<file path="src/rtl/spi_io_expander_n_pkg.sv">
// Shared definitions for the SPI I/O expander: opcodes, register selects,
// FSM states, STATUS bit positions and the byte-commit record.
package spi_io_expander_n_pkg;

  typedef enum logic [1:0] {
    ST_IDLE = 2'd0,
    ST_CMD  = 2'd1,
    ST_DATA = 2'd2
  } state_e;

  localparam logic [1:0] OP_WRITE = 2'd0;
  localparam logic [1:0] OP_READ  = 2'd1;
  localparam logic [1:0] OP_SET   = 2'd2;
  localparam logic [1:0] OP_CLR   = 2'd3;

  localparam logic [1:0] REG_OUT  = 2'd0;
  localparam logic [1:0] REG_OE   = 2'd1;
  localparam logic [1:0] REG_IN   = 2'd2;
  localparam logic [1:0] REG_STAT = 2'd3;

  localparam int STAT_FERR = 0;
  localparam int STAT_AERR = 1;

  // One completed data byte, applied to the register file a cycle later.
  typedef struct packed {
    logic       vld;
    logic [1:0] op;
    logic [1:0] rsel;
    logic [3:0] bank;
    logic       oor;
    logic [7:0] data;
  } commit_t;

  function automatic logic [7:0] apply_op(input logic [1:0] op,
                                          input logic [7:0] cur,
                                          input logic [7:0] d);
    case (op)
      OP_SET:  return cur | d;
      OP_CLR:  return cur & ~d;
      default: return d;
    endcase
  endfunction

endpackage

</file>
<file path="src/rtl/spi_exp_sync.sv">
// Multi-flop synchroniser with rise/fall detect on the synchronised level.
module spi_exp_sync #(
  parameter int WIDTH  = 1,
  parameter int STAGES = 2
) (
  input  logic             clk_i,
  input  logic             rst_i,
  input  logic [WIDTH-1:0] d_i,
  output logic [WIDTH-1:0] q_o,
  output logic [WIDTH-1:0] rise_o,
  output logic [WIDTH-1:0] fall_o
);

  logic [STAGES-1:0][WIDTH-1:0] sync_q;
  logic [WIDTH-1:0]             prev_q;

  always_ff @(posedge clk_i) begin
    if (rst_i) begin
      sync_q <= '0;
      prev_q <= '0;
    end else begin
      sync_q <= {sync_q[STAGES-2:0], d_i};
      prev_q <= sync_q[STAGES-1];
    end
  end

  assign q_o    = sync_q[STAGES-1];
  assign rise_o = sync_q[STAGES-1] & ~prev_q;
  assign fall_o = ~sync_q[STAGES-1] & prev_q;

endmodule

</file>
<file path="src/rtl/spi_io_expander_n.sv">
// SPI mode-0 slave controlling NUM_BANKS 8-bit banks of OUT/OE/IN registers,
// with set/clear ops, burst auto-increment and sticky error status.
module spi_io_expander_n
  import spi_io_expander_n_pkg::*;
#(
  parameter int NUM_BANKS   = 4,
  parameter int SYNC_STAGES = 2
) (
  input  logic                   clk_i,
  input  logic                   rst_i,
  input  logic                   ss_n_i,
  input  logic                   sclk_i,
  input  logic                   mosi_i,
  output logic                   miso_o,
  input  logic [8*NUM_BANKS-1:0] gpio_in_i,
  output logic [8*NUM_BANKS-1:0] gpio_out_o,
  output logic [8*NUM_BANKS-1:0] gpio_oe_o,
  output logic                   frame_err_o
);

  localparam logic [3:0] LAST_BANK = 4'(NUM_BANKS - 1);

  logic sclk_rise, sclk_fall, ss_rise, ss_fall, mosi_s;
  logic sclk_unused_lvl, ss_unused_lvl, mosi_unused_r, mosi_unused_f;
  logic [8*NUM_BANKS-1:0] gin_s, gin_unused_r, gin_unused_f;

  spi_exp_sync #(.WIDTH(1), .STAGES(SYNC_STAGES)) u_sync_sclk (
    .clk_i, .rst_i, .d_i(sclk_i), .q_o(sclk_unused_lvl), .rise_o(sclk_rise), .fall_o(sclk_fall));
  spi_exp_sync #(.WIDTH(1), .STAGES(SYNC_STAGES)) u_sync_ss (
    .clk_i, .rst_i, .d_i(ss_n_i), .q_o(ss_unused_lvl), .rise_o(ss_rise), .fall_o(ss_fall));
  spi_exp_sync #(.WIDTH(1), .STAGES(SYNC_STAGES)) u_sync_mosi (
    .clk_i, .rst_i, .d_i(mosi_i), .q_o(mosi_s), .rise_o(mosi_unused_r), .fall_o(mosi_unused_f));
  spi_exp_sync #(.WIDTH(8*NUM_BANKS), .STAGES(SYNC_STAGES)) u_sync_gin (
    .clk_i, .rst_i, .d_i(gpio_in_i), .q_o(gin_s), .rise_o(gin_unused_r), .fall_o(gin_unused_f));

  state_e                 state_q;
  logic [2:0]             cnt_q;
  logic [6:0]             rx_q;
  logic [7:0]             tx_q;
  logic                   miso_q, ferr_pulse_q, aerr_q, ferr_q, oor_q;
  logic [1:0]             op_q, rsel_q;
  logic [3:0]             bank_q;
  commit_t                cm_q;
  logic [8*NUM_BANKS-1:0] out_q, oe_q;

  logic [7:0] rx_nxt, rd_byte, status;
  logic [2:0] cnt_nxt;
  logic [3:0] bank_inc, ld_bank;
  logic [1:0] ld_op, ld_rsel;
  logic       byte_done, cmd_oor, ld_oor;

  assign status = {LAST_BANK, 2'b00, aerr_q, ferr_q};

  // ld_* is the command context for the byte that starts after this boundary.
  always_comb begin
    rx_nxt    = {rx_q, mosi_s};
    cnt_nxt   = (sclk_rise && state_q != ST_IDLE) ? cnt_q + 3'd1 : cnt_q;
    byte_done = sclk_rise && (state_q != ST_IDLE) && (cnt_q == 3'd7);
    bank_inc  = (bank_q == LAST_BANK) ? 4'd0 : bank_q + 4'd1;
    cmd_oor   = (rx_nxt[5:4] != REG_STAT) && ({1'b0, rx_nxt[3:0]} >= 5'(NUM_BANKS));
    if (state_q == ST_CMD) begin
      ld_op = rx_nxt[7:6]; ld_rsel = rx_nxt[5:4]; ld_bank = rx_nxt[3:0]; ld_oor = cmd_oor;
    end else begin
      ld_op = op_q; ld_rsel = rsel_q; ld_bank = oor_q ? bank_q : bank_inc; ld_oor = oor_q;
    end
    rd_byte = '0;
    if (!ld_oor) begin
      if (ld_rsel == REG_STAT) rd_byte = status;
      else
        for (int b = 0; b < NUM_BANKS; b++)
          if (ld_bank == 4'(b))
            case (ld_rsel)
              REG_OUT: rd_byte = out_q[b*8 +: 8];
              REG_OE:  rd_byte = oe_q[b*8 +: 8];
              default: rd_byte = gin_s[b*8 +: 8];
            endcase
    end
  end

  always_ff @(posedge clk_i) begin
    if (rst_i) begin
      state_q <= ST_IDLE; cnt_q <= '0; rx_q <= '0; tx_q <= '0; miso_q <= 1'b0;
      op_q <= '0; rsel_q <= '0; bank_q <= '0; oor_q <= 1'b0;
      ferr_pulse_q <= 1'b0; aerr_q <= 1'b0; ferr_q <= 1'b0; cm_q <= '0;
    end else begin
      ferr_pulse_q <= 1'b0;
      cm_q.vld     <= 1'b0;
      if (cm_q.vld && cm_q.rsel == REG_STAT) begin
        if (cm_q.data[STAT_FERR]) ferr_q <= 1'b0;
        if (cm_q.data[STAT_AERR]) aerr_q <= 1'b0;
      end
      case (state_q)
        ST_IDLE: begin
          miso_q <= 1'b0;
          if (ss_fall) begin
            state_q <= ST_CMD; cnt_q <= '0; tx_q <= '0;
          end
        end
        default: begin
          if (sclk_rise) begin
            rx_q  <= rx_nxt[6:0];
            cnt_q <= cnt_nxt;
          end
          if (sclk_fall) begin
            miso_q <= tx_q[7];
            tx_q   <= {tx_q[6:0], 1'b0};
          end
          if (byte_done) begin
            op_q <= ld_op; rsel_q <= ld_rsel; bank_q <= ld_bank; oor_q <= ld_oor;
            tx_q <= (ld_op == OP_READ) ? rd_byte : 8'h00;
            if (state_q == ST_CMD) begin
              state_q <= ST_DATA;
              if (ld_oor) begin aerr_q <= 1'b1; ferr_pulse_q <= 1'b1; end
            end else if (op_q != OP_READ) begin
              cm_q <= '{vld: 1'b1, op: op_q, rsel: rsel_q, bank: bank_q, oor: oor_q, data: rx_nxt};
            end
          end
          // A rise landing with the final bit has already completed the byte above.
          if (ss_rise) begin
            state_q <= ST_IDLE; miso_q <= 1'b0;
            if (cnt_nxt != 3'd0) begin ferr_pulse_q <= 1'b1; ferr_q <= 1'b1; end
          end
        end
      endcase
    end
  end

  always_ff @(posedge clk_i) begin
    if (rst_i) begin
      out_q <= '0;
      oe_q  <= '0;
    end else if (cm_q.vld && !cm_q.oor) begin
      for (int b = 0; b < NUM_BANKS; b++)
        if (cm_q.bank == 4'(b)) begin
          if (cm_q.rsel == REG_OUT) out_q[b*8 +: 8] <= apply_op(cm_q.op, out_q[b*8 +: 8], cm_q.data);
          if (cm_q.rsel == REG_OE)  oe_q[b*8 +: 8]  <= apply_op(cm_q.op, oe_q[b*8 +: 8], cm_q.data);
        end
    end
  end

  assign miso_o      = miso_q;
  assign frame_err_o = ferr_pulse_q;
  assign gpio_out_o  = out_q;
  assign gpio_oe_o   = oe_q;

endmodule

</file>
<file path="config.mk">
export PLATFORM = sky130hd
export DESIGN_NAME = spi_io_expander_n
export DESIGN_NICKNAME = d
export VERILOG_FILES = /design/src/rtl/spi_io_expander_n_pkg.sv /design/src/rtl/spi_exp_sync.sv /design/src/rtl/spi_io_expander_n.sv
export SDC_FILE = /design/constraint.sdc
export NUM_CORES = 1
export LEC_CHECK = 0
export ABC_AREA = 1
export BUFFER_PORTS_ARGS = -buffer_cell sky130_fd_sc_hd__buf_4
export CELL_PAD_IN_SITES_DETAIL_PLACEMENT = 1
export CELL_PAD_IN_SITES_GLOBAL_PLACEMENT = 1
export CORE_AREA = 8 8 155 157
export CTS_BUF_LIST = sky130_fd_sc_hd__clkbuf_16
export DETAILED_ROUTE_END_ITERATION = 16
export DIE_AREA = 0 0 163 165
export GPL_TIMING_DRIVEN = 1
export HOLD_SLACK_MARGIN = 0.03
export PLACE_DENSITY = 0.79
export REMOVE_ABC_BUFFERS = 1
export SETUP_SLACK_MARGIN = 0.2
export SYNTH_ARGS = -nofsm -noshare
export SYNTH_HDL_FRONTEND = slang
export SYNTH_SLANG_ARGS = --single-unit
</file>
<file path="constraint.sdc">
create_clock -name clk_i -period 3.45 [get_ports clk_i]
set_clock_uncertainty 0.15 [all_clocks]
set_input_delay 1.035 -clock clk_i [delete_from_list [all_inputs] [get_ports clk_i]]
set_output_delay 1.035 -clock clk_i [all_outputs]
set_load 0.01 [all_outputs]
</file>
**Yosys cells after proc, flatten, opt, wreduce, memory -nomap -nowiden**

Cells that the tools add are included.

- Register bits after elaboration: 187
- Bits of input ports: 37
- Output and inout bits: 66
- Word-level logic and storage cells: 175

- $add $sub $neg: 2
- Magnitude comparators: 1
- Eq/ne operators: 19
- Muxes and demuxes: 55
- Bitwise gates (word level): 28
- Reductions and logical operators: 34

Operator list:

| cell | count |
|---|---|
| $pmux W8 S2 | 12 |
| $mux W8 | 11 |
| $and A8 B8 Y8 | 8 |
| $or A8 B8 Y8 | 8 |
| $reduce_and A3 Y1 | 9 |
| $eq A4 B2 Y1 const B | 5 |
| $mux W18 | 1 |
| $mux W1 | 17 |
| $mux W2 | 7 |
| $mux W3 | 4 |
| $mux W4 | 3 |
| $reduce_bool A3 Y1 | 4 |
| $eq A2 B1 Y1 const B | 4 |
| $eq A2 B2 Y1 const B | 4 |
| $eq A4 B1 Y1 const B | 2 |
| $logic_not A4 Y1 | 2 |
| $not A8 Y8 | 1 |
| $reduce_and A2 Y1 | 4 |
| $not A1 Y1 | 7 |
| $logic_not A2 Y1 | 3 |
| $logic_and A1 B1 Y1 | 5 |
| $add A4 B1 Y4 const B | 1 |
| $and A1 B1 Y1 | 4 |
| $ge A4 B3 Y1 const B | 1 |
| 10 further kinds | 12 |

**Logic depth before layout (Yosys ltp)**

Gate-level depths: netlist of the first run.

- Depth in word-level cells: 14
- Gate-level depth with buffers: 17
- Gate-level depth less buffers: 17

**Hierarchy**

A second synthesis of the first run with hierarchy kept.

- Cell total of the unflattened synthesis: 1293
- Area, all modules: 9482.8 um^2

By module, submodules not included:

| module | instances | cells an instance | area an instance (um^2) | seq. area each (um^2) |
|---|---|---|---|---|
| spi_io_expander_n | 1 | 830 | 5786.8 | 2302.2 |
| spi_exp_sync at u_sync_gin | 1 | 427 | 3414.5 | 1921.8 |
| spi_exp_sync at u_sync_mosi ... | 3 | 12 | 93.8 | 60.1 |

**Least setup slack after synthesis of the first run**

Ideal clock, no wire load.

- Kind: input port to flip-flop
- Start point: input port rst_i
- End point: register cm_q[17] (netlist name)
- Setup time: 0.128 ns
- Arrival time: 1.881 ns
- Data required time: 3.172 ns
- Path slack: 1.292 ns
- Stages on the path: 4
- Path buffers: 3
- Cells stage by stage: clkbuf_1 > clkbuf_1 > clkbuf_1 > nor2_1

- Word-level cells in the longest chain between the ends: 1

RTL lines:

| item | RTL line | text |
|---|---|---|
| start, declared | spi_io_expander_n.sv:10 | `input logic rst_i,` |
| $reduce_or A4 Y1 (no line) | n/a |  |
| end signal, assigned | spi_io_expander_n.sv:115 | `cm_q <= '{vld: 1'b1, op: op_q, rsel: rsel_q, bank: bank_q, oor: oor_q, data: rx_nxt};` |
| end, declared | spi_io_expander_n.sv:43 | `commit_t cm_q;` |

No other way between the ends.
A chain may end at the register's enable or synchronous reset.

**Final worst setup path of the first run**

- Start point: register state_q[0]
- End point: register tx_q[3]

- Word-level cells in the longest chain between the ends: 13
- Elaborated cells on any way between the ends: 33
- Those cells by class: eq/ne: 8; mux: 17; reduce/logical: 8

RTL lines:

| item | RTL line | text |
|---|---|---|
| start, declared | spi_io_expander_n.sv:36 | `state_e state_q;` |
| start signal, assigned | spi_io_expander_n.sv:82 | `state_q <= ST_IDLE; cnt_q <= '0; rx_q <= '0; tx_q <= '0; miso_q <= 1'b0;` |
| start signal, assigned | spi_io_expander_n.sv:96 | `state_q <= ST_CMD; cnt_q <= '0; tx_q <= '0;` |
| start signal, assigned | spi_io_expander_n.sv:112 | `state_q <= ST_DATA;` |
| $eq A2 B1 Y1 | spi_io_expander_n.sv:61 | `if (state_q == ST_CMD) begin` |
| $mux W2 | spi_io_expander_n.sv:61 |  |
| $eq A2 B1 Y1 / $logic_not A2 Y1 (equally long branches) | spi_io_expander_n.sv:72 | `case (ld_rsel)` |
| $pmux W8 S2 | spi_io_expander_n.sv:72 |  |
| $mux W8 (4 in series) | spi_io_expander_n.sv:71 | `if (ld_bank == 4'(b))` |
| $mux W8 | spi_io_expander_n.sv:68 | `if (ld_rsel == REG_STAT) rd_byte = status;` |
| $mux W8 | spi_io_expander_n.sv:67 | `if (!ld_oor) begin` |
| $mux W8 | spi_io_expander_n.sv:110 | `tx_q <= (ld_op == OP_READ) ? rd_byte : 8'h00;` |
| $mux W8 | spi_io_expander_n.sv:108 | `if (byte_done) begin` |
| $mux W8 | spi_io_expander_n.sv:92 | `case (state_q)` |
| end signal, assigned | spi_io_expander_n.sv:106 | `tx_q <= {tx_q[6:0], 1'b0};` |
| end signal, assigned | spi_io_expander_n.sv:110 |  |
| end, declared | spi_io_expander_n.sv:39 | `logic [7:0] tx_q;` |

Parallel ways exist; a longest one is shown, timed or not.

==> results of run 1 <==
==> layer usage <==
metal	track usage, %	wire (µm)	up-vias
met2	33.65	12810	190
met4	9.383	972	0
met1	24.63	11620	3554
li1	-	-	3551
met5	0	0	-
met3	4.337	1231	54
==> metrics by stage <==
stage	power [mW]	worst slack [ns]	hold WS (ns)	cells
after floorplan	2.330	1.022	0.2383	1014
final	4.309	0.7086	0.2556	1444
after detailed placement	2.431	0.7423	0.2461	1413
after CTS	4.338	0.7358	0.2564	1444
after global routing	4.463	0.4805	0.2733	1444
after global placement	2.425	0.7921	0.2402	1413
==> tightest hold or removal path: stages (launching register included) <==
cell	delay, ns
sky130_fd_sc_hd__dfxtp_1	0.30
sky130_fd_sc_hd__inv_1	0.04
sky130_fd_sc_hd__nor2_1	0.03
==> report_power, final <==
group          leakage (nW)  internal, mW  switching [mW]
clock                 0.280         0.965           0.965
sequential             1.52          2.20          0.0140
combinational          2.24        0.0636           0.105
total                  4.04          3.22            1.08
==> worst max-delay path by stage <==
stage,startpoint,endpoint,slack (ns)
6_report,state_q[0],tx_q[3],0.71
5_1_grt,state_q[0],tx_q[6],0.48
4_1_cts,state_q[0],tx_q[3],0.74
3_5_place_dp,state_q[0],tx_q[3],0.74
3_3_place_gp,bank_q[0],tx_q[3],0.79
2_1_floorplan,state_q[1],tx_q[7],1.02
==> synth_stat cells (9+ instances only) <==
library cell and instances:
sky130_fd_sc_hd__clkbuf_1 22, sky130_fd_sc_hd__o21ai_0 101, sky130_fd_sc_hd__nand3_1 57, sky130_fd_sc_hd__or2_2 9, sky130_fd_sc_hd__inv_2 10, sky130_fd_sc_hd__nand3b_1 9
sky130_fd_sc_hd__a21oi_1 109, sky130_fd_sc_hd__dfxtp_1 187, sky130_fd_sc_hd__nand2_1 192, sky130_fd_sc_hd__o21ai_1 9, sky130_fd_sc_hd__inv_1 135, sky130_fd_sc_hd__nor2_1 143
==> sequential cells by signal (all words and copies together), names as in the netlist, 2 cells and up <==
signal	flops
gpio_oe_o	32
gpio_out_o	32
u_sync_gin.q_o	32
u_sync_gin.sync_q	32
cm_q	18
tx_q	8
rx_q	7
bank_q	4
cnt_q	3
op_q	2
rsel_q	2
state_q	2
==> layout make-up <==
class                   instances  share of cell area (%)
well taps                     280                   3.770
clock inverters                14                   1.656
multi-input cells             682                   34.25
repair buffers                119                   9.612
inverters                     145                   5.856
flip-flops and latches        187                   40.28
clock buffers                  17                   4.577
==> cell families (layout without fill, tap and decap cells) <==
group / after synthesis / after routing / share of synthesized area (%)
compound gates: 239 / 239 / 16.52
buf+inv: 184 / 295 / 9.720
mux: 2 / 2 / 0.2609
simple gates: 436 / 436 / 23.99
xor+xnor: 2 / 2 / 0.2284
fa+ha+maj: 3 / 3 / 0.4893
flops: 187 / 187 / 48.79
==> summary.log, run 1 <==
[floorplan] Die Y-Extent 165 µm
[route] number of vias per cell after detailed routing 5.089
[route] DRC errors left 0
[clock_network] count of cells resized by post-cts repair 0
[hold_path] type of the tightest min-delay check reg2reg
[route] count of vias placed by the detailed router 7,349
[place] placed inst area 8715 µm²
[clock_network] clock root buffer sky130_fd_sc_hd__clkbuf_16
[critical_path] kind of cell adding the most delay to the critical path simple AND/OR/NAND/NOR gates
[grt] wire length of the first global-routing pass 42.24 mm
[job] max-cap violations 0
[route] total routed wirelength 26.63 mm
[critical_path] number of stages on the worst setup path 16
[yosys] post-synth top area cell sky130_fd_sc_hd__dfxtp_1
[critical_path] minimum setup slack among reg-to-reg paths 0.71 ns
[sta] final max-slew violation count 0
[route] starting DRC count in detailed routing 413
[critical_path] critical-path cell list nand2_2 > inv_1 > nand2_1 > nand2_1 > buf_4 > inv_1 > nor2_2 > nand2_1 > inv_1 > o21ai_1 > nand2_1 > inv_2 > nand2_1 > nand2_1 > nand2_1 > a21oi_2
[yosys] cell types with the largest area share after synthesis sky130_fd_sc_hd__dfxtp_1 (49%), sky130_fd_sc_hd__nand2_1 (9.4%), sky130_fd_sc_hd__a21oi_1 (7.1%)
[place] count of input and output buffers 102
[grt] largest net degree at the start of global routing 47
[critical_path] Worst path slowest cell sky130_fd_sc_hd__dfxtp_1
[floorplan] top-level port count 103
[final_layout] fin area 9294 µm²
[sta] actual transition at the worst max-transition pin 0.8608 ns
[route] detailed-route wire length per cell 18.44 µm
[power] leakage power 4.043 nW
[grt] via count of the first global-routing pass 7,646
[power] total power per unit cell area 463.7 nW/µm²
[clock_network] Inserted Clock Buffers 17
[critical_path] depth of the worst register-to-register path 16
[yosys] number of unique standard cell types used by synthesis 37
[grt] Tot GR Track Use 20.22%
[grt] number of antenna violations at the first check in global routing 0
[sta] Total Negative Setup Slacks 0 ns
[final_layout] nets@finish 1,192
[yosys] Yosys Warn Count 0
[sta] Final setup viols 0
[sta] post-route minimum period 2.741 ns
[critical_path] delay of the slowest cell on the worst path 0.45 ns
[clock_network] # hold bufs at CTS 0
[grt] total overflow reported by the global router 0
[critical_path] worst flop-to-flop path startpoint state_q[0]
[sta] number of failing hold endpoints at the final stage 0
[floorplan] chip width 163 µm
[critical_path] Setup crit start kind flop
[sta] worst relative slew slack 42.40%
[yosys] number of flops mapped to enable cells by yosys 0
[hold_path] worst hold path startpoint u_sync_gin.sync_q[13]
[critical_path] Buffers & Inverters on Critical Path 5
[yosys] main flop type after synthesis sky130_fd_sc_hd__dfxtp_1
[final_layout] number of fillers in the final layout 2,711
[run_status] outcome finished clean
[final_layout] share of cells above drive strength 1 16.41%
[yosys] Post-Syn Instances 1,053
[place] half-perimeter wire length after placement 19.41 mm
[hold_path] number of cells on the worst hold path 2
[yosys] Synth async-reset ratio 0%
[floorplan] die area 26,900 µm²
[final_layout] post-layout utilization of the core 43.26%
[sta] peak clock frequency supported by timing 364.8 MHz
[final_layout] area of the multi-input gates 3183 µm²
[critical_path] data required time at the worst endpoint 3.61 ns
[final_layout] antenna diode instance count 0
[floorplan] row count 54
[critical_path] Critical Path End Type flop
[clock_network] maximum count of clock buffers along a single path 2
[sta] RSZ-0062 raised after global routing false
[final_layout] top library cells by usage in the layout, fill and taps aside sky130_fd_sc_hd__nand2_1 (192), sky130_fd_sc_hd__dfxtp_1 (187), sky130_fd_sc_hd__nor2_1 (143)
[yosys] sequential cell area fraction in the yosys report 48.79%
[clock_network] clock input transition at the sequential cells of the worst setup and hold paths 0.08 ns
[yosys] synthesized area per cell 7.286 µm²
[yosys] share of Yosys cell area claimed by the top area cell type 48.79%
[sta] fin crit share 79.46%
[floorplan] core box area 21,490 µm²
[critical_path] worst reg2reg path endpoint tx_q[3]
[hold_path] endpoint of the worst hold path u_sync_gin.q_o[13]
[clock_network] Post-CTS Setup Bufs 0
[floorplan] effective utilization at floorplan 35.71%
[yosys] post-synthesis instance area 7672 µm²
[place] gpl congestion 0.8963
[clock_network] number of sinks on the clock net 187
[critical_path] Crit path top cell by count sky130_fd_sc_hd__nand2_1
[clock_network] maximum level of the CTS H-tree 4
[route] number of iterations in the first detailed-routing pass 5
[final_layout] post-synthesis to final-layout area growth 21.13%
[critical_path] Critical Setup Path Class reg2reg
[power] Peak supply drop 0.2884 mV
[route] Routed Antenna Nets 0
[critical_path] maximum fanout count along the critical path 15
[clock_network] CTS tree built
[clock_network] later-pin clock latency in the skew report 0.44 ns
[yosys] number of flip-flops and latches in the synthesized netlist 187
[critical_path] Data arrival, critical path 2.90 ns
[final_layout] commonest non-fill, non-tap cell in the layout sky130_fd_sc_hd__nand2_1
[final_layout] Sequential Area 3744 µm²
(Power assumes the default switching activity.)
==> run 2: changes to the inputs <==
--- a/config.mk
+++ b/config.mk
@@ -15,7 +15,7 @@
 export DIE_AREA = 0 0 163 165
 export GPL_TIMING_DRIVEN = 1
 export HOLD_SLACK_MARGIN = 0.03
-export PLACE_DENSITY = 0.79
+export PLACE_DENSITY = 0.82
 export REMOVE_ABC_BUFFERS = 1
 export SETUP_SLACK_MARGIN = 0.2
 export SYNTH_ARGS = -nofsm -noshare
==> constraint.sdc (replaced) <==
create_clock -name clk_i -period 2.25 [get_ports clk_i]
set_clock_uncertainty 0.15 [all_clocks]
set_input_delay 0.675 -clock clk_i [delete_from_list [all_inputs] [get_ports clk_i]]
set_output_delay 0.675 -clock clk_i [all_outputs]
set_load 0.01 [all_outputs]
==> summary.log, run 2 (synthesis results as in run 1) <==
[job] max-cap violations 0 [unchanged]
[route] count of vias placed by the detailed router 7,913 [+7.7%]
[critical_path] critical-path cell list buf_4 > inv_1 > nor2_2 > nand3_1 > nand3_1 > nand2_2 > nor2_4 > buf_6 > nand3b_1 > nand3_1 > o21ai_1 > nand2_1 > nand2_1 > a21oi_2
[route] number of iterations in the first detailed-routing pass 5 [unchanged]
[sta] post-route minimum period 2.152 ns [-0.5895 ns]
[sta] number of failing hold endpoints at the final stage 0 [unchanged]
[route] length of routed met2 wiring 15.02 mm [+17%]
[grt] via count of the first global-routing pass 8,113 [+6.1%]
[clock_network] # hold bufs at CTS 0 [unchanged]
[sta] Total Negative Setup Slacks 0 ns [unchanged]
[grt] wire length of the first global-routing pass 44.62 mm [+5.6%]
[floorplan] effective utilization at floorplan 35.71% [unchanged]
[route] detailed-route wire length per cell 19.81 µm [+7.4%]
[clock_network] number of sinks on the clock net 187 [unchanged]
[floorplan] chip width 163 µm [unchanged]
[route] Routed Antenna Nets 0 [unchanged]
[final_layout] top library cells by usage in the layout, fill and taps aside sky130_fd_sc_hd__dfxtp_1 (179), sky130_fd_sc_hd__nand2_1 (174), sky130_fd_sc_hd__buf_4 (163)
[critical_path] Critical Path End Type flop
[sta] RSZ-0062 raised after global routing true
[clock_network] CTS tree built
[critical_path] Setup crit start kind flop
[grt] largest net degree at the start of global routing 53 [+13%]
[route] number of vias per cell after detailed routing 5.244 [+3.0%]
[final_layout] fin area 10,330 µm² [+11%]
[clock_network] later-pin clock latency in the skew report 0.44 ns [about the same]
[place] half-perimeter wire length after placement 20.49 mm [+5.5%]
[grt] number of antenna violations at the first check in global routing 0 [unchanged]
[clock_network] clock input transition at the sequential cells of the worst setup and hold paths 0.07 ns [about the same]
[route] Met3 Routed Length 1.577 mm [+28%]
[route] starting DRC count in detailed routing 622 [+51%]
[floorplan] Die Y-Extent 165 µm [unchanged]
[place] placed inst area 9085 µm² [+4.2%]
[power] Peak supply drop 0.4224 mV [+46%]
[route] total routed wirelength 29.89 mm [+12%]
[critical_path] maximum fanout count along the critical path 8 [-7]
[route] routed length on met1 12.06 mm [+3.8%]
[floorplan] top-level port count 103 [unchanged]
[sta] final max-slew violation count 0 [unchanged]
[place] count of input and output buffers 102 [unchanged]
[floorplan] core box area 21,490 µm² [unchanged]
[critical_path] Crit path top cell by count sky130_fd_sc_hd__nand3_1
[sta] actual transition at the worst max-transition pin 0.6964 ns [-0.1644 ns]
[final_layout] antenna diode instance count 0 [unchanged]
[critical_path] delay of the slowest cell on the worst path 0.36 ns [-0.09 ns]
[power] total power per unit cell area 648.8 nW/µm² [+40%]
[clock_network] maximum count of clock buffers along a single path 2 [unchanged]
[final_layout] share of cells above drive strength 1 26.77% [+10 points]
[critical_path] Data arrival, critical path 2.38 ns [-0.52 ns]
[critical_path] Critical Setup Path Class reg2reg
[clock_network] maximum level of the CTS H-tree 4 [unchanged]
[final_layout] commonest non-fill, non-tap cell in the layout sky130_fd_sc_hd__dfxtp_1
[clock_network] Inserted Clock Buffers 17 [unchanged]
[run_status] outcome finished clean
[route] DRC errors left 0 [unchanged]
[place] gpl congestion 0.8722 [-2.7%]
[sta] worst relative slew slack 53.40% [+11 points]
[sta] peak clock frequency supported by timing 464.7 MHz [+27%]
[grt] total overflow reported by the global router 0 [unchanged]
[hold_path] type of the tightest min-delay check reg2reg
[floorplan] die area 26,900 µm² [unchanged]
[critical_path] Worst path slowest cell sky130_fd_sc_hd__dfxtp_2
[floorplan] row count 54 [unchanged]
[final_layout] post-synthesis to final-layout area growth 34.59%
[critical_path] data required time at the worst endpoint 2.48 ns [-1.13 ns]
[clock_network] clock root buffer sky130_fd_sc_hd__clkbuf_16
[route] top layer reached by signal wires met4
[sta] Final setup viols 0 [unchanged]
[grt] Tot GR Track Use 21.54% [+1.3 points]
[sta] fin crit share 95.64% [+16 points]
[final_layout] nets@finish 1,256 [+5.4%]
[power] leakage power 4.542 nW [+12%]
[run 2: metrics by stage]
step | util [%] | std cells | hold slack [ns] | setup slack [ns] | power (mW)
final | 48.06 | 1509 | 0.2551 | 0.09812 | 6.699
after global routing | 48.06 | 1509 | 0.2710 | -0.02255 | 6.923
after CTS | 46.02 | 1499 | 0.2572 | 0.1825 | 6.711
after detailed placement | 42.28 | 1454 | 0.2463 | -0.06198 | 3.766
after global placement | 42.28 | 1454 | 0.2392 | 0.02254 | 3.753
after floorplan | - | 1014 | 0.2383 | -0.1778 | 3.573
[run 2: timing repair]
| action | in CTS | in global routing |
|---|---|---|
| gates cloned | 0 | 1 |
| buffers inserted | 13 | 9 |
| setup endpoints to repair | 11 | 33 |
| pin swaps | 5 | 44 |
| gates resized for setup | 30 | 96 |
| endpoints found under the hold margin | 0 | 0 |
[run 2: worst paths after layout]
check | slack [ns] | cells past startpoint | start | endpoint
setup / recovery | 0.1 | 14 | bank_q[0] | tx_q[4]
hold / removal | 0.26 | 2 | u_sync_gin.sync_q[4] | u_sync_gin.q_o[4]
setup reg to reg | 0.1 | 14 | bank_q[0] | tx_q[4]
hold reg to reg | 0.26 | 2 | u_sync_gin.sync_q[4] | u_sync_gin.q_o[4]
[run 2: per-layer routing]
layer / up-vias / global-route usage [%]
li1: 3677 / -
met1: 3877 / 25.30
met2: 284 / 36.78
met3: 75 / 4.661
met4: 0 / 10.47
met5: - / 0
[run 2: worst max-delay path: cells and delay by family (launching register included)]
kind / cells / cell delay (ns)
compound gates: 2 / 0.19
buf+inv: 3 / 0.39
flops: 1 / 0.36
simple gates: 9 / 0.99
[run 2: area by class of cell]
class                           count  area (µm²)
Clock buffer                       17       425.4
Multi-Input combinational cell    682        3526
Timing Repair Buffer              183        1541
Clock inverter                     15       162.7
Fill cell                        2648       11160
Tap cell                          280       350.3
Inverter                          145       564.3
Sequential cell                   187        3756
[run 2: report_power, final]
part | internal (mW) | total, mW | switching, mW
Combinational | 0.142 | 0.336 | 0.194
Clock | 1.48 | 2.97 | 1.49
Sequential | 3.37 | 3.39 | 0.0241
==> run 3: changes to the inputs <==
--- a/config.mk
+++ b/config.mk
@@ -9,13 +9,13 @@
 export BUFFER_PORTS_ARGS = -buffer_cell sky130_fd_sc_hd__buf_4
 export CELL_PAD_IN_SITES_DETAIL_PLACEMENT = 1
 export CELL_PAD_IN_SITES_GLOBAL_PLACEMENT = 1
-export CORE_AREA = 8 8 155 157
+export CORE_AREA = 8 8 198 125
 export CTS_BUF_LIST = sky130_fd_sc_hd__clkbuf_16
 export DETAILED_ROUTE_END_ITERATION = 16
-export DIE_AREA = 0 0 163 165
+export DIE_AREA = 0 0 206 133
 export GPL_TIMING_DRIVEN = 1
 export HOLD_SLACK_MARGIN = 0.03
-export PLACE_DENSITY = 0.82
+export PLACE_DENSITY = 0.81
 export REMOVE_ABC_BUFFERS = 1
 export SETUP_SLACK_MARGIN = 0.2
 export SYNTH_ARGS = -nofsm -noshare
==> constraint.sdc (replaced) <==
create_clock -name clk_i -period 2.25 [get_ports clk_i]
set_clock_uncertainty 0.15 [all_clocks]
set_input_delay 0.675 -clock clk_i [delete_from_list [all_inputs] [get_ports clk_i]]
set_output_delay 0.675 -clock clk_i [all_outputs]
set_load 0.1 [all_outputs]
==> summary.log, run 3 (synthesis results as in run 1) <==
[floorplan] chip width 206 µm [+26%]
[clock_network] clock input transition at the sequential cells of the worst setup and hold paths 0.07 ns [about the same]
[sta] Final setup viols 0 [unchanged]
[job] max-cap violations 0 [unchanged]
[floorplan] Die Y-Extent 133 µm [-19%]
[grt] Tot GR Track Use 21.83% [+0.29 points]
[critical_path] Critical Path End Type flop
[route] count of vias placed by the detailed router 7,961 [+0.61%]
[route] total routed wirelength 30.79 mm [+3.0%]
[sta] actual transition at the worst max-transition pin 0.6375 ns [-0.05882 ns]
[floorplan] die area 27,400 µm² [+1.9%]
[final_layout] post-layout utilization of the core 47.60% [-0.46 points]
[clock_network] number of sinks on the clock net 187 [unchanged]
[critical_path] Setup crit start kind flop
[place] gpl congestion 0.9440 [+8.2%]
[final_layout] nets@finish 1,274 [+1.4%]
[grt] total overflow reported by the global router 0 [unchanged]
[final_layout] post-synthesis to final-layout area growth 34.33%
[power] leakage power 4.534 nW [-0.19%]
[sta] post-route minimum period 2.169 ns [+0.01762 ns]
[route] Routed Antenna Nets 0 [unchanged]
[floorplan] top-level port count 103 [unchanged]
[grt] wire length of the first global-routing pass 45.93 mm [+3.0%]
[sta] peak clock frequency supported by timing 460.9 MHz [-0.81%]
[sta] Total Negative Setup Slacks 0 ns [unchanged]
[sta] number of failing hold endpoints at the final stage 0 [unchanged]
[floorplan] row count 42 [-22%]
[place] count of input and output buffers 102 [unchanged]
[final_layout] antenna diode instance count 0 [unchanged]
[grt] via count of the first global-routing pass 7,870 [-3.0%]
[final_layout] share of cells above drive strength 1 26.30% [-0.47 points]
[hold_path] worst hold path startpoint u_sync_gin.sync_q[7]
[route] number of iterations in the first detailed-routing pass 5 [unchanged]
[critical_path] maximum fanout count along the critical path 6 [-2]
[sta] fin crit share 96.42% [+0.78 points]
[sta] worst relative slew slack 57.34% [+3.9 points]
[route] number of vias per cell after detailed routing 5.193 [-0.97%]
[final_layout] fin area 10,310 µm² [-0.19%]
[route] detailed-route wire length per cell 20.08 µm [+1.4%]
[critical_path] Data arrival, critical path 2.39 ns [about the same]
[route] DRC errors left 0 [unchanged]
[power] total power per unit cell area 658.7 nW/µm² [+1.5%]
[clock_network] maximum level of the CTS H-tree 4 [unchanged]
[clock_network] # hold bufs at CTS 0 [unchanged]
[clock_network] CTS tree built
[sta] final max-slew violation count 0 [unchanged]
[clock_network] clock root buffer sky130_fd_sc_hd__clkbuf_16
[power] post-layout total power 6.788 mW [+1.3%]
[final_layout] top library cells by usage in the layout, fill and taps aside sky130_fd_sc_hd__nand2_1 (180), sky130_fd_sc_hd__dfxtp_1 (177), sky130_fd_sc_hd__buf_4 (176)
[critical_path] Critical Setup Path Class reg2reg
[clock_network] Inserted Clock Buffers 17 [unchanged]
[hold_path] type of the tightest min-delay check reg2reg
[run_status] outcome finished clean
[final_layout] commonest non-fill, non-tap cell in the layout sky130_fd_sc_hd__nand2_1
[floorplan] effective utilization at floorplan 35.44% [-0.27 points]
[floorplan] core box area 21,650 µm² [+0.77%]
[clock_network] later-pin clock latency in the skew report 0.46 ns [+0.02 ns]
[critical_path] worst flop-to-flop path startpoint state_q[0]
[critical_path] data required time at the worst endpoint 2.47 ns [about the same]
[grt] largest net degree at the start of global routing 111 [+110%]
[power] Peak supply drop 0.5374 mV [+27%]
[sta] RSZ-0062 raised after global routing true
[place] placed inst area 9107 µm² [+0.25%]
[grt] number of antenna violations at the first check in global routing 0 [unchanged]
[route] starting DRC count in detailed routing 656 [+5.5%]
[critical_path] CP startpoint state_q[0]
[clock_network] maximum count of clock buffers along a single path 2 [unchanged]
[place] half-perimeter wire length after placement 22.02 mm [+7.4%]
[run 3: cell types whose count changed in the layout (fill, tap and decap cells not counted), sizes merged]
cell / delta
clkbuf: -1
inv: +2
buf: +19
clkinvlp: -2
bufinv: +2
clkinv: -2
[run 3: layout make-up]
cell class | instances | area [µm²]
Clock buffer | 17 | 425.4
Clock inverter | 15 | 165.2
Fill cell | 2691 | 11340
Inverter | 145 | 550.5
Multi-Input combinational cell | 682 | 3381
Sequential cell | 187 | 3756
Tap cell | 286 | 357.8
Timing Repair Buffer | 201 | 1670
[run 3: per-layer routing]
metal | wire [µm] | vias to the layer above | track usage, %
li1 | - | 3724 | -
met3 | 3256 | 38 | 8.045
met2 | 12730 | 343 | 30.06
met1 | 14250 | 3856 | 30.73
met5 | 0 | - | 0
met4 | 554 | 0 | 7.073
[run 3: metrics by stage]
| stage | hold WS, ns | cells | setup WS (ns) |
|---|---|---|---|
| detailed placement | 0.2458 | 1462 | -0.07987 |
| finish | 0.2527 | 1533 | 0.08050 |
| floorplan | 0.2383 | 1014 | -0.1846 |
| global route | 0.2638 | 1533 | -0.002643 |
| global placement | 0.2402 | 1462 | -0.03733 |
| CTS | 0.2551 | 1512 | 0.2011 |
[run 3: power breakdown]
group	switching [mW]	internal, mW	leakage (nW)
logic	0.182	0.130	2.72
registers	0.0228	3.37	1.53
clock network	1.43	1.66	0.289
[run 3: path summary, 6_finish.rpt]
kind	endpoint	slack, ns	cells after the start
hold / removal	u_sync_gin.q_o[7]	0.25	2
setup reg to reg	tx_q[2]	0.08	11
hold reg to reg	u_sync_gin.q_o[7]	0.25	2
setup / recovery	tx_q[2]	0.08	11
[run 3: worst max-delay path, stage by stage, from the launching register on]
cell	delay [ns]
sky130_fd_sc_hd__dfxtp_2	0.42
sky130_fd_sc_hd__nand2_4	0.08
sky130_fd_sc_hd__buf_6	0.13
sky130_fd_sc_hd__buf_6	0.13
sky130_fd_sc_hd__o21ai_2	0.15
sky130_fd_sc_hd__o21ai_2	0.10
sky130_fd_sc_hd__nor3_4	0.28
sky130_fd_sc_hd__nand2_1	0.15
sky130_fd_sc_hd__nand3b_1	0.18
sky130_fd_sc_hd__nand2_1	0.07
sky130_fd_sc_hd__nand2_1	0.07
sky130_fd_sc_hd__a21oi_1	0.17
[run 3: repair_timing]
action / CTS / global route
setup buffers: 17 / 21
setup endpoints to repair: 27 / 31
gates resized for setup: 49 / 47
pin swaps: 23 / 22
cloned: 1 / 0
